--- config.mk ---
export PLATFORM = sky130hd
export DESIGN_NAME = req_ack_responder
export DESIGN_NICKNAME = d
export VERILOG_FILES = /design/src/rtl/resp_pkg.sv /design/src/rtl/resp_fifo.sv /design/src/rtl/req_ack_responder.sv
export SDC_FILE = /design/constraint.sdc
export NUM_CORES = 1
export LEC_CHECK = 0
export ABC_AREA = 1
export BUFFER_PORTS_ARGS = -buffer_cell sky130_fd_sc_hd__buf_4
export CAP_MARGIN = 25
export CORE_MARGIN = 8
export CORE_UTILIZATION = 55
export CTS_BUF_LIST = sky130_fd_sc_hd__clkbuf_8
export CTS_CLUSTER_DIAMETER = 150
export DETAILED_ROUTE_END_ITERATION = 10
export GPL_TIMING_DRIVEN = 0
export PLACE_DENSITY = 0.8
export SLEW_MARGIN = 20
export SYNTH_ARGS = -nofsm -noshare
export SYNTH_HDL_FRONTEND = slang
export SYNTH_SLANG_ARGS = --single-unit
export TNS_END_PERCENT = 10
--- constraint.sdc ---
create_clock -name clk -period 4 [get_ports clk]
set_input_delay 0.6 -clock clk [delete_from_list [all_inputs] [get_ports clk]]
set_output_delay 0.6 -clock clk [all_outputs]
set_load 0.01 [all_outputs]
--- src/rtl/resp_pkg.sv ---
`default_nettype none
// ============================================================================
//  Module      : resp_pkg
//  Description : Shared constants and helpers for the request/acknowledge
//                responder and its response buffer.
//  Revision    : 1.0 - initial release
// ============================================================================
package resp_pkg;

    // Smallest legal pipeline latency and buffer depth
    localparam int c_min_latency = 1;
    localparam int c_min_depth   = 1;

    // Width of a counter that must hold every value from 0 to depth
    function automatic int cnt_w(input int depth);
        return $clog2(depth + 1);
    endfunction

endpackage
`default_nettype wire

--- src/rtl/resp_fifo.sv ---
`default_nettype none
// ============================================================================
//  Module      : resp_fifo
//  Description : Synchronous FIFO with registered occupancy. The head word
//                becomes visible on rd_data the cycle after it is written.
//                Reads on an empty FIFO are ignored.
//  Revision    : 1.0 - initial release
// ============================================================================
module resp_fifo
    import resp_pkg::*;
#(
    parameter int WIDTH = 4,
    parameter int DEPTH = 4
) (
    input  logic                       clk,
    input  logic                       rst,
    input  logic                       wr_en,
    input  logic [WIDTH-1:0]           wr_data,
    input  logic                       rd_en,
    output logic [WIDTH-1:0]           rd_data,
    output logic                       empty,
    output logic [cnt_w(DEPTH)-1:0]    count
);

    localparam int c_ptr_w = (DEPTH > 1) ? $clog2(DEPTH) : 1;
    localparam int c_cnt_w = cnt_w(DEPTH);

    logic [WIDTH-1:0]   r_mem [DEPTH];
    logic [c_ptr_w-1:0] r_wr_ptr;
    logic [c_ptr_w-1:0] r_rd_ptr;
    logic [c_cnt_w-1:0] r_count;
    logic               w_do_rd;

    assign w_do_rd = rd_en && (r_count != '0);

    // Storage array: written at the write pointer, no reset needed
    always_ff @(posedge clk) begin
        if (wr_en) begin
            r_mem[r_wr_ptr] <= wr_data;
        end
    end

    // Pointers wrap at DEPTH-1 so non-power-of-two depths work
    always_ff @(posedge clk) begin
        if (rst) begin
            r_wr_ptr <= '0;
            r_rd_ptr <= '0;
        end else begin
            if (wr_en) begin
                r_wr_ptr <= (r_wr_ptr == c_ptr_w'(DEPTH - 1)) ? '0 : r_wr_ptr + 1'b1;
            end
            if (w_do_rd) begin
                r_rd_ptr <= (r_rd_ptr == c_ptr_w'(DEPTH - 1)) ? '0 : r_rd_ptr + 1'b1;
            end
        end
    end

    // Occupancy tracks writes minus reads; simultaneous ones cancel
    always_ff @(posedge clk) begin
        if (rst) begin
            r_count <= '0;
        end else begin
            case ({wr_en, w_do_rd})
                2'b10:   r_count <= r_count + 1'b1;
                2'b01:   r_count <= r_count - 1'b1;
                default: r_count <= r_count;
            endcase
        end
    end

    assign rd_data = r_mem[r_rd_ptr];
    assign empty   = (r_count == '0);
    assign count   = r_count;

endmodule
`default_nettype wire

--- src/rtl/req_ack_responder.sv ---
`default_nettype none
// ============================================================================
//  Module      : req_ack_responder
//  Description : Responder end of the valid/ready request/acknowledge link.
//                Accepted tags travel through a LATENCY-1 stage delay line
//                into a response FIFO and are returned in order. A credit
//                counter caps outstanding requests at DEPTH, so the delay
//                line never stalls and the FIFO never overflows.
//  Revision    : 1.0 - initial release
// ============================================================================
module req_ack_responder
    import resp_pkg::*;
#(
    parameter int TAG_W   = 4,
    parameter int LATENCY = 3,
    parameter int DEPTH   = 4
) (
    input  logic                       clk,
    input  logic                       rst,
    input  logic                       req_valid,
    output logic                       req_ready,
    input  logic [TAG_W-1:0]           req_tag,
    output logic                       ack_valid,
    input  logic                       ack_ready,
    output logic [TAG_W-1:0]           ack_tag,
    output logic [cnt_w(DEPTH)-1:0]    outstanding
);

    localparam int c_cnt_w = cnt_w(DEPTH);

    // Parameter legality is checked at elaboration
    if (LATENCY < c_min_latency) begin : g_bad_latency
        $fatal(1, "req_ack_responder: LATENCY must be >= 1");
    end
    if (DEPTH < c_min_depth) begin : g_bad_depth
        $fatal(1, "req_ack_responder: DEPTH must be >= 1");
    end

    logic               r_rst_q;
    logic [c_cnt_w-1:0] r_outstanding;
    logic               w_accept;
    logic               w_ack_hs;
    logic               w_dl_vld;
    logic [TAG_W-1:0]   w_dl_tag;
    logic               w_fifo_empty;
    logic [TAG_W-1:0]   w_fifo_rd_data;
    logic [c_cnt_w-1:0] w_fifo_count;

    // Delayed reset keeps req_ready low for the cycle following reset
    always_ff @(posedge clk) begin
        r_rst_q <= rst;
    end

    // Ready depends on registers only: no input-to-output path
    assign req_ready = !r_rst_q && (r_outstanding < c_cnt_w'(DEPTH));
    assign w_accept  = req_valid && req_ready;
    assign w_ack_hs  = ack_valid && ack_ready;

    if (LATENCY > 1) begin : g_delay
        logic [LATENCY-2:0] r_vld;
        logic [TAG_W-1:0]   r_tag [LATENCY-1];

        // Free-running shift of accepted tags; valids clear on reset
        always_ff @(posedge clk) begin
            if (rst) begin
                r_vld <= '0;
            end else begin
                r_vld[0] <= w_accept;
                for (int i = 1; i < LATENCY - 1; i++) begin
                    r_vld[i] <= r_vld[i-1];
                end
            end
            r_tag[0] <= req_tag;
            for (int i = 1; i < LATENCY - 1; i++) begin
                r_tag[i] <= r_tag[i-1];
            end
        end

        assign w_dl_vld = r_vld[LATENCY-2];
        assign w_dl_tag = r_tag[LATENCY-2];
    end else begin : g_direct
        assign w_dl_vld = w_accept;
        assign w_dl_tag = req_tag;
    end

    resp_fifo #(
        .WIDTH (TAG_W),
        .DEPTH (DEPTH)
    ) u_fifo (
        .clk     (clk),
        .rst     (rst),
        .wr_en   (w_dl_vld),
        .wr_data (w_dl_tag),
        .rd_en   (w_ack_hs),
        .rd_data (w_fifo_rd_data),
        .empty   (w_fifo_empty),
        .count   (w_fifo_count)
    );

    // Stale buffer contents are masked so ack_tag reads zero when idle
    assign ack_valid = !w_fifo_empty;
    assign ack_tag   = w_fifo_empty ? '0 : w_fifo_rd_data;

    // Credit counter: +1 on accept, -1 on ack, unchanged when both happen
    always_ff @(posedge clk) begin
        if (rst) begin
            r_outstanding <= '0;
        end else begin
            case ({w_accept, w_ack_hs})
                2'b10:   r_outstanding <= r_outstanding + 1'b1;
                2'b01:   r_outstanding <= r_outstanding - 1'b1;
                default: r_outstanding <= r_outstanding;
            endcase
        end
    end

    assign outstanding = r_outstanding;

    // Handshake properties expected by the initiator-side checkers
    a_ack_hold : assert property (@(posedge clk) disable iff (rst)
        (ack_valid && !ack_ready) |=> (ack_valid && $stable(ack_tag)))
        else $error("req_ack_responder: ack dropped or changed while stalled");

    a_cnt_range : assert property (@(posedge clk) disable iff (rst)
        (r_outstanding <= c_cnt_w'(DEPTH)))
        else $error("req_ack_responder: outstanding above DEPTH");

    a_no_ack_empty : assert property (@(posedge clk) disable iff (rst)
        !(ack_valid && (r_outstanding == '0)))
        else $error("req_ack_responder: ack with nothing outstanding");

    a_latency : assert property (@(posedge clk) disable iff (rst)
        (w_accept && (r_outstanding == '0)) |-> ##LATENCY ack_valid)
        else $error("req_ack_responder: ack late for idle accept");

    a_buf_credit : assert property (@(posedge clk) disable iff (rst)
        (w_fifo_count <= r_outstanding))
        else $error("req_ack_responder: buffer holds more than outstanding");

endmodule
`default_nettype wire
Yosys cells after proc, flatten, opt, wreduce, memory -nomap -nowiden:

Memories as Yosys holds them, arrays and structs flattened. A register that Yosys moved wholly into a read port is not among the register bits.
Index checks and enable logic that the tools add are counted.
W data, S select, Z words.

* output and inout port bits: 9
* memory bits (writable): 24
* flip-flop bits (word level): 13
* ROM bits: 0
* bits of input ports: 8
* logic and storage cells: 40
* memories: 2
* bits in latches: 0

* $lt $le $gt $ge: 1
* shift-type cells: 0
* bitwise operators: 0
* add/subtract/negate cells: 6
* reduce and logical (&&, ||, !) cells: 10
* equal/unequal tests: 6
* divide/modulo/power cells: 0
* multipliers: 0
* mux-type cells: 9

Memories
* u_fifo.r_mem: words 4, width 4, read ports 1, clocked after memory_dff 1, wr ports 1, RTL line resp_fifo.sv:28 `logic [WIDTH-1:0] r_mem [DEPTH];`
* g_delay.r_tag: words 2, width 4, read ports 2, clocked after memory_dff 0, wr ports 2, RTL line req_ack_responder.sv:61 `logic [TAG_W-1:0] r_tag [LATENCY-1];`

Operators by type and width (count)
* $pmux W3 S2: 2
* $eq A2 B2 Y1 const B: 4
* $mux W2: 4
* $add A3 B1 Y3 const B: 2
* $sub A3 B1 Y3 const B: 2
* $add A2 B1 Y2 const B: 2
* $eq A2 B1 Y1 const B: 2
* $logic_and A1 B1 Y1: 4
* $mux W4: 1
* $reduce_bool A2 Y1: 2
* $logic_not A3 Y1: 1
* $lt A3 B3 Y1 const B: 1
* $reduce_bool A3 Y1: 1
* $logic_not A1 Y1: 2
* $mux W1: 2

Longest topological paths before layout:

* word-level depth: 6
* mapped depth: 13
* depth with buffers taken out: 13

Cells and area by module:

A second synthesis with hierarchy kept.

* cells, all modules: 155
* area, all modules: 1544.0 µm²

Modules (own cells, without submodules)
* resp_fifo: seq. area each 660.6 µm², times used 1, area an instance 1086.0 µm², cells an instance 104
* req_ack_responder: seq. area each 280.3 µm², times used 1, area an instance 457.9 µm², cells an instance 51

Worst setup path before layout:

OpenSTA, ideal clock, no wires.

* path type: in2reg
* start point: in ack_ready
* end point: reg r_outstanding[2] (netlist: outstanding[2])
* stages on the path: 7
* path buffers: 0
* slack: 2.187 ns
* arrival: 1.698 ns
* library setup time: 0.115 ns
* path through: nand2_2 inv_1 ha_1 fa_1 or2_1 a21oi_1 nor2_1

* word-level cells in the longest chain between the ends: 3
* elaborated cells between the ends (all ways): 5

RTL lines
* from (decl): RTL line req_ack_responder.sv:24 `input logic ack_ready,`
* $logic_and A1 B1 Y1 (*): RTL line req_ack_responder.sv:57 `assign w_ack_hs = ack_valid && ack_ready;`
* $eq A2 B1 Y1 or $eq A2 B2 Y1 (tied branches): RTL line req_ack_responder.sv:109 `case ({w_accept, w_ack_hs})`
* $pmux W3 S2 or $reduce_bool A2 Y1 (tied branches)
* to (signal assigned): RTL line req_ack_responder.sv:110 `2'b10: r_outstanding <= r_outstanding + 1'b1;`
* to (signal assigned): RTL line req_ack_responder.sv:111 `2'b01: r_outstanding <= r_outstanding - 1'b1;`
* to (signal assigned): RTL line req_ack_responder.sv:112 `default: r_outstanding <= r_outstanding;`
* to (decl): RTL line req_ack_responder.sv:40 `logic [c_cnt_w-1:0] r_outstanding;`

Mark *: on every way between the ends. The rest lies on a longest branch, timed or not.
A chain may end at the register's enable or synchronous reset.

Worst setup path after layout:

* start point: reg u_fifo.r_count[0] (netlist: u_fifo.count[0])
* end point: reg r_outstanding[2] (netlist: outstanding[2])

* word-level cells in the longest chain between the ends: 5
* elaborated cells between the ends (all ways): 7

RTL lines
* from (decl): RTL line resp_fifo.sv:31 `logic [c_cnt_w-1:0] r_count;`
* from (signal assigned): RTL line resp_fifo.sv:64 `2'b10: r_count <= r_count + 1'b1;`
* from (signal assigned): RTL line resp_fifo.sv:65 `2'b01: r_count <= r_count - 1'b1;`
* from (signal assigned): RTL line resp_fifo.sv:66 `default: r_count <= r_count;`
* $logic_not A3 Y1 (*): RTL line resp_fifo.sv:72 `assign empty = (r_count == '0);`
* $logic_not A1 Y1 (*): RTL line req_ack_responder.sv:101 `assign ack_valid = !w_fifo_empty;`
* $logic_and A1 B1 Y1 (*): RTL line req_ack_responder.sv:57
* $eq A2 B1 Y1 or $eq A2 B2 Y1 (tied branches): RTL line req_ack_responder.sv:109
* $pmux W3 S2 or $reduce_bool A2 Y1 (tied branches)

Marked as above.

==> results.json <==
{
  "synth_nets": 166,
  "fp.coreArea_um2": 2690,
  "ctsLongestPathBuffers": 2,
  "tns_ns": 0,
  "grt-ovfl-total": 0,
  "final_common_cell": "nand2_1",
  "num_rows": 19,
  "netlist-cell-type-count": 22,
  "gp_congestion": 0.831,
  "grt_pass1_wl_mm": 3.98,
  "crit_path_max_fanout": 5,
  "outcome": "finished clean",
  "drive_gt1_share_pct": 16.8,
  "antennaDiodeCount": 0,
  "dr.pass1.iters": 4,
  "criticalPathCategory": "flop to flop",
  "antenna_found_initial": 0,
  "clk_pin_slew_ns": 0.07,
  "design_area_um2": 1760,
  "die_y_um": 68.5,
  "worst_pin_slew_ns": 0.232,
  "cap_violations": 0,
  "grt_usage_pct": 11.5,
  "clk_latency_ns": 0.28,
  "worst_setup_path_start_kind": "flop",
  "power_density_nw_per_um2": 578,
  "detail-route-antenna-nets": 0,
  "vias": 1000,
  "fin_crit_sh_pct": 47.3,
  "cts_hold_buf": 0,
  "drv_slew": 0,
  "drcViolationCount": 0,
  "final_cells": 204,
  "wl_per_cell_um": 11.3,
  "maxSlewHeadroom_pct": 84.5,
  "fmax_mhz": 529,
  "vdd_drop_max_mv": 0.469,
  "hold_violations": 0,
  "rsz0062_at_grt": "no",
  "syn-cell-area_um2": 1520,
  "yosys_warnings": 0,
  "seq_area_frac_synth_pct": 62.1,
  "die-area_um2": 4690,
  "die_width_um": 68.5,
  "grt_pass1_vias": 959,
  "avgSynthCellArea_um2": 10.2,
  "totalWireLength_mm": 2.30,
  "cts_root_buffer": "clkbuf_8",
  "grt_max_degree": 13,
  "nFillCells": 212,
  "cp_data_required_time_ns": 4.18,
  "ys_ff_latch": 39,
  "cts_setup_buffers": 0,
  "post_cts_resized": 0,
  "period_minus_slack_ns": 1.89,
  "cts_tree": "built",
  "start_util_pct": 56.4,
  "leakage_uw": 0.000800,
  "numPortBuffers": 16,
  "mostFrequentLayoutCells": "nand2_1, dfxtp_1, inv_1",
  "finClkSkew_ns": 0.00380,
  "numCtsBuffers": 5,
  "post_dp_cell_area_um2": 1670,
  "nets": 189,
  "arrival_ns": 2.07,
  "dp_hpwl_mm": 1.81,
  "drtIter0Drc": 90,
  "routed_via_density": 4.90,
  "netlist_instances": 149,
  "syn_to_final_growth_pct": 16.1,
  "cp-end-kind": "flop",
  "clock_sinks": 39,
  "pin_count": 17,
  "min_path_type": "flop to flop",
  "setup_viol": 0,
  "dp.cells": 196,
  "htreeDepth": 2
}
[area by class of cell]
type	count	area (um^2)	share of cell area, %
Tap cell	31	38.8	2.20
Clock buffer	5	68.8	3.91
Sequential cell	39	941	53.5
Multi-Input combinational cell	87	475	27.0
Timing Repair Buffer	16	120	6.83
Inverter	22	87.6	4.98
Clock inverter	3	16.3	0.925
Buffer	1	11.3	0.640
[worst max-delay path, stage by stage, from the launching register on]
cell and delay, ns:
dfxtp_1 0.34, nor2_2 0.15, nand2_4 0.08, nand2_2 0.08, inv_1 0.07, ha_1 0.22, fa_1 0.39, or2_1 0.25
a21oi_1 0.14, nor2_1 0.05
[synthesized netlist by cell type, drive strengths merged]
cell | n | area (um^2)
a21oi | 12 | 60.1
buf | 1 | 11.3
clkinv | 1 | 8.76
dfxtp | 23 | 460
edfxtp | 16 | 480
fa | 2 | 40.0
ha | 7 | 87.6
inv | 21 | 78.8
nand2 | 31 | 126
nand3 | 2 | 10.0
nand3b | 1 | 7.51
nand4 | 1 | 6.26
nor2 | 20 | 77.6
nor3 | 1 | 5.00
o21ai | 8 | 40.0
or2 | 1 | 6.26
xor2 | 1 | 8.76
[cell families (layout without fill, tap and decap cells)]
group,Yosys count,after routing,synth area share (%)
xor+xnor,1,1,0.578
flops,39,39,62.1
buf+inv,23,47,6.52
compound gates,20,20,6.61
fa+ha+maj,9,9,8.42
simple gates,57,57,15.8
[report_power, final]
group          internal [uW]  switching [uW]  total, uW
Sequential               454            30.6        484
Clock                    119             122        241
Combinational            127             165        292
Total                    699             318       1020
[worst paths after layout]
| kind | start | endpoint | slack (ns) | cells after the start |
|---|---|---|---|---|
| setup / recovery | u_fifo.count[0] | outstanding[2] | 2.11 | 9 |
| hold / removal | g_delay.r_tag[0][1] | g_delay.r_tag[0][5] | 0.33 | 0 |
| setup reg to reg | u_fifo.count[0] | outstanding[2] | 2.11 | 9 |
| hold reg to reg | g_delay.r_tag[0][1] | g_delay.r_tag[0][5] | 0.33 | 0 |
[through the flow]
step	utilization [%]	setup WS [ns]	power, uW	hold slack (ns)
2_1_floorplan	-	2.19	682	0.310
3_3_place_gp	62.3	1.99	772	0.310
3_5_place_dp	62.3	1.96	787	0.316
4_1_cts	65.5	2.11	1030	0.333
5_1_grt	65.5	2.01	1080	0.338
6_report	65.5	2.11	1020	0.330
[metal layers]
layer | part of all wire, % | GRT usage (%)
met1 | 43 | 12.4
met2 | 50 | 18.2
met3 | 5.7 | 5.73
met4 | 1.5 | 5.63
met5 | 0 | 0
[sequential cells by signal (all words and copies together) (netlist names), named ones only]
name,cells
g_delay.r_tag,8
g_delay.r_vld,2
u_fifo.r_rd_ptr,2
u_fifo.count,3
u_fifo.r_mem,16
outstanding,3
r_rst_q,1
u_fifo.r_wr_ptr,2
Power figures use the tool's default switching activity.
